$ cat config.mk
export PLATFORM = sky130hd
export DESIGN_NAME = arbitro_alu
export DESIGN_NICKNAME = d
export VERILOG_FILES = /design/src/rtl/arbitro_alu.sv
export SDC_FILE = /design/constraint.sdc
export NUM_CORES = 1
export LEC_CHECK = 0
export ABC_AREA = 1
export ABC_CLOCK_PERIOD_IN_PS = 2400
export CORE_MARGIN = 4
export CORE_UTILIZATION = 30
export CTS_CLUSTER_DIAMETER = 30
export CTS_CLUSTER_SIZE = 10
export DETAILED_ROUTE_END_ITERATION = 16
export GPL_TIMING_DRIVEN = 0
export PLACE_DENSITY = 0.65
export REMOVE_ABC_BUFFERS = 1
export SYNTH_ARGS = -nofsm -noshare
export SYNTH_HDL_FRONTEND = slang
export SYNTH_SLANG_ARGS = --single-unit
$ cat constraint.sdc
create_clock -name clk -period 2.4 [get_ports clk]
set_input_delay 0.24 -clock clk [delete_from_list [all_inputs] [get_ports clk]]
set_output_delay 0.24 -clock clk [all_outputs]
set_load 0.005 [all_outputs]
$ cat src/rtl/arbitro_alu.sv
// Two-requester round-robin front end for one shared combinational ALU.
// Registers operands to the ALU, captures result+flags and returns them tagged with the issuer.
module arbitro_alu #(
    parameter int N  = 32,
    parameter int CW = 16
) (
    input  logic          clk,
    input  logic          rst,
    input  logic          req0_valid,
    output logic          req0_ready,
    input  logic [N-1:0]  req0_a,
    input  logic [N-1:0]  req0_b,
    input  logic [2:0]    req0_sel,
    input  logic          req1_valid,
    output logic          req1_ready,
    input  logic [N-1:0]  req1_a,
    input  logic [N-1:0]  req1_b,
    input  logic [2:0]    req1_sel,
    output logic [N-1:0]  alu_a,
    output logic [N-1:0]  alu_b,
    output logic [2:0]    alu_sel,
    input  logic [N-1:0]  alu_c,
    input  logic [3:0]    alu_flags,
    output logic          rsp_valid,
    input  logic          rsp_ready,
    output logic [N-1:0]  rsp_c,
    output logic [3:0]    rsp_flags,
    output logic          rsp_id,
    output logic [CW-1:0] cnt0,
    output logic [CW-1:0] cnt1
);

    typedef enum logic [1:0] {IDLE, EXEC, RESP} stateT;

    stateT          stateReg, stateNext;
    logic           lastGrantReg;
    logic           idReg;
    logic [N-1:0]   aluAReg, aluBReg;
    logic [2:0]     aluSelReg;
    logic           rspValidReg;
    logic [N-1:0]   rspCReg;
    logic [3:0]     rspFlagsReg;
    logic           grant;
    logic           ready0, ready1;
    logic           accept;
    logic           rspFire;
    logic [CW-1:0]  cntVec [2];

    always_comb begin
        stateNext = stateReg;
        grant     = 1'b0;
        ready0    = 1'b0;
        ready1    = 1'b0;
        rspFire   = 1'b0;
        // On a tie the requester that did not win last time goes first
        if (req0_valid && req1_valid) begin
            grant = ~lastGrantReg;
        end else if (req1_valid) begin
            grant = 1'b1;
        end
        case (stateReg)
            IDLE: begin
                if (!rst) begin
                    ready0 = req0_valid && !grant;
                    ready1 = req1_valid && grant;
                end
                if (ready0 || ready1) begin
                    stateNext = EXEC;
                end
            end
            EXEC: stateNext = RESP;
            RESP: begin
                if (rsp_ready) begin
                    rspFire   = 1'b1;
                    stateNext = IDLE;
                end
            end
            default: stateNext = IDLE;
        endcase
    end

    assign accept = ready0 || ready1;

    always_ff @(posedge clk) begin
        if (rst) begin
            stateReg     <= IDLE;
            lastGrantReg <= 1'b1;
            idReg        <= 1'b0;
            aluAReg      <= '0;
            aluBReg      <= '0;
            aluSelReg    <= '0;
            rspValidReg  <= 1'b0;
            rspCReg      <= '0;
            rspFlagsReg  <= '0;
        end else begin
            stateReg <= stateNext;
            if (accept) begin
                aluAReg      <= grant ? req1_a   : req0_a;
                aluBReg      <= grant ? req1_b   : req0_b;
                aluSelReg    <= grant ? req1_sel : req0_sel;
                idReg        <= grant;
                lastGrantReg <= grant;
            end
            if (stateReg == EXEC) begin
                rspCReg     <= alu_c;
                rspFlagsReg <= alu_flags;
                rspValidReg <= 1'b1;
            end
            if (rspFire) begin
                rspValidReg <= 1'b0;
            end
        end
    end

    // Per-requester completion counters, saturating at all-ones
    for (genvar gi = 0; gi < 2; gi++) begin : genCnt
        logic [CW-1:0] cntReg;
        always_ff @(posedge clk) begin
            if (rst) begin
                cntReg <= '0;
            end else if (rspFire && (idReg == 1'(gi)) && (cntReg != '1)) begin
                cntReg <= cntReg + 1'b1;
            end
        end
        assign cntVec[gi] = cntReg;
    end

    assign req0_ready = ready0;
    assign req1_ready = ready1;
    assign alu_a      = aluAReg;
    assign alu_b      = aluBReg;
    assign alu_sel    = aluSelReg;
    assign rsp_valid  = rspValidReg;
    assign rsp_c      = rspCReg;
    assign rsp_flags  = rspFlagsReg;
    assign rsp_id     = idReg;
    assign cnt0       = cntVec[0];
    assign cnt1       = cntVec[1];

endmodule
==> impl_metrics.json <==
{
  "ctsHoldBuffers": 0,
  "final_area_mm2": 0.01036,
  "ctsRootBufferMaster": "clkbuf_16",
  "hold_depth": 2,
  "area_growth_pct": 62.39,
  "worst_slew_pin_slew_ns": 0.8154,
  "synth.avg_cell_area_um2": 6.511,
  "yosysUniqueCellTypes": 23,
  "insertion_delay_ns": 0.42,
  "ant_nets": 0,
  "dr.pass1.iters": 4,
  "hpwl_mm": 15.15,
  "rsz0062_at_grt": "false",
  "antenna_cells": 0,
  "dieArea_mm2": 0.02367,
  "endpoint_kind": "output pin",
  "overflow": 0,
  "rr_worst_depth": 9,
  "hold_end": "cnt0[4]",
  "hold_class": "primary input to flip-flop",
  "drt-vias-per-instance": 4.527,
  "relSlewSlack": 0.4527,
  "synth-seq-cells": 140,
  "gp_congestion": 0.8350,
  "timing.rr.start": "lastGrantReg",
  "fin_nets": 1444,
  "yosysTopAreaCellShare": 0.4392,
  "yosys.area.top_type": "dfxtp_1",
  "num_vias": 7035,
  "ios": 314,
  "synth_cells": 980,
  "drt_iter0_drc": 359,
  "drive_above_1_share": 0.04613,
  "hold_ws_ns": 0.3815,
  "yosys_warnings": 0,
  "coreArea_mm2": 0.02096,
  "finalSetupViolations": 0,
  "leakage_nw": 4.178,
  "skew_ns": 0.01149,
  "dpl_cell_area_mm2": 0.009682,
  "maxCapViolations": 0,
  "grt_max_degree": 71,
  "start_kind": "flip-flop",
  "initial_core_util": 0.3045,
  "fp.dieW_um": 153.8,
  "post-route-min-period_ns": 2.246,
  "most-common-layout-cells": "clkdlybuf4s50_1 (311), nand2_1 (306), nor2_1 (254), dfxtp_1 (140), nand3_1 (91)",
  "finalHoldViolations": 0,
  "clk_pin_slew_ns": 0.06,
  "cts_buffers": 17,
  "die_h_um": 153.8,
  "cts.sink_count": 140,
  "setup_tns_ns": 0,
  "pre_cts_slack_ns": -2.001,
  "layout_commonest_cell": "clkdlybuf4s50_1",
  "required_ns": 2.16,
  "min_period_over_period": 0.9359,
  "cts_buffer_depth": 2,
  "vdd_ir_drop_max_mv": 0.4344,
  "grt_pass1_wl_mm": 35.06,
  "std_cell_rows": 53,
  "status": "completed",
  "synth_area_mm2": 0.006381,
  "finish.utilization": 0.4945,
  "wire_per_inst_um": 14.94,
  "min-delay-start": "rst",
  "antenna_found_initial": 1,
  "setup_slack_ns": 0.1539,
  "drv_slew": 0,
  "worst-r2r-setup-slack_ns": 0.32,
  "grt_pass1_vias": 6329,
  "wirelength_mm": 23.22,
  "crit_type": "flip-flop to output pin",
  "track_usage": 0.1873,
  "io_buffers": 313,
  "drcViolationCount": 0,
  "htree_levels": 4,
  "fmax_mhz": 445.2,
  "cts_tree": "built",
  "worst_r2r_endpoint": "alu_b[18]",
  "powerDensity_mw_per_mm2": 648.0,
  "cp.arrival_ns": 2.01,
  "ys_seq_area_frac": 0.4392,
  "synthTopCellsByArea": "dfxtp_1 (44%), nand2_1 (18%), nor2_1 (15%)",
  "critical_path_peak_fanout": 4
}
## power by group
group	internal, mW	switching [mW]	total (mW)	leakage [nW]
combinational	0.793	0.661	1.45	2.75
sequential	2.53	0.103	2.64	1.15
clock	1.56	1.06	2.62	0.277
total	4.89	1.82	6.72	4.18
## layout make-up
cell class,count,area (um^2)
clock buffers,19,442.9
clock inverters,12,136.4
fillers,2138,10590
inverters,29,137.6
multi-input cells,759,3256
flip-flops and latches,140,2803
well taps,275,344.1
repair buffers,317,3217
repair inverters,3,26.28
## registers in the layout, summed over array words and instances, names as in the netlist
signal        flops
alu_a            32
alu_b            32
alu_sel           3
cnt0             16
cnt1             16
lastGrantReg      1
rsp_c            32
rsp_flags         4
rsp_id            1
rsp_valid         1
stateReg          2
## routing by layer
layer	share of wire	vias up	track usage
li1	-	3653	-
met1	0.44	3152	0.2349
met2	0.47	210	0.3060
met3	0.080	18	0.07233
met4	0.0094	2	0.04289
met5	0.00056	-	0
## how the worst max path moves through the flow
| stage | start | end | slack (ns) |
|---|---|---|---|
| after floorplan | lastGrantReg | alu_a[0] | -1.70 |
| after global placement | req0_valid | alu_a[8] | -4.89 |
| after detailed placement | req0_valid | alu_b[18] | -2.00 |
| after CTS | rst | req0_ready | 0.02 |
| after global routing | cnt0[0] | cnt0[7] | 0.04 |
| final | stateReg[1] | req0_ready | 0.15 |
## critical path, stage by stage (launching register included)
cell and delay (ns):
dfxtp_1 0.35, nor2_1 0.22, nand3_1 0.26, nor2_1 0.24, clkdlybuf4s50_1 0.53
## metrics by stage
step / instances / total power [mW]
floorplan: 926 / 3.205
global placement: 1514 / 4.114
detailed placement: 1517 / 4.116
CTS: 1553 / 6.818
global route: 1554 / 7.077
finish: 1554 / 6.715
## synthesized netlist by cell type (all sizes together)
cell / count
ha: 2
buf: 28
nand4: 12
nor2: 263
dfxtp: 140
o21ai: 40
a21oi: 25
clkbuf: 26
xnor2: 4
nand3: 92
inv: 29
nand2: 309
o31ai: 1
o211a: 1
xor2: 8
## repair_timing
item                                    in CTS  in global routing
cloned                                       4                  1
resized for setup                           17                  2
setup buffers                                1                  0
pin swaps                                    1                  0
endpoints found under the setup margin      72                  1
## kinds of logic (layout without fill, tap and decap cells)
family	Yosys count	in the layout	synth area share
adders and majority gates	2	2	0.003921
xor gates and xnor gates	12	12	0.01647
buffers and inverters	83	380	0.06117
DFF	140	140	0.4392
and+or+nand+nor	676	678	0.4255
AOI/OAI and AO/OA	67	67	0.05373
Note: power is estimated with default switching activity, not from simulation.
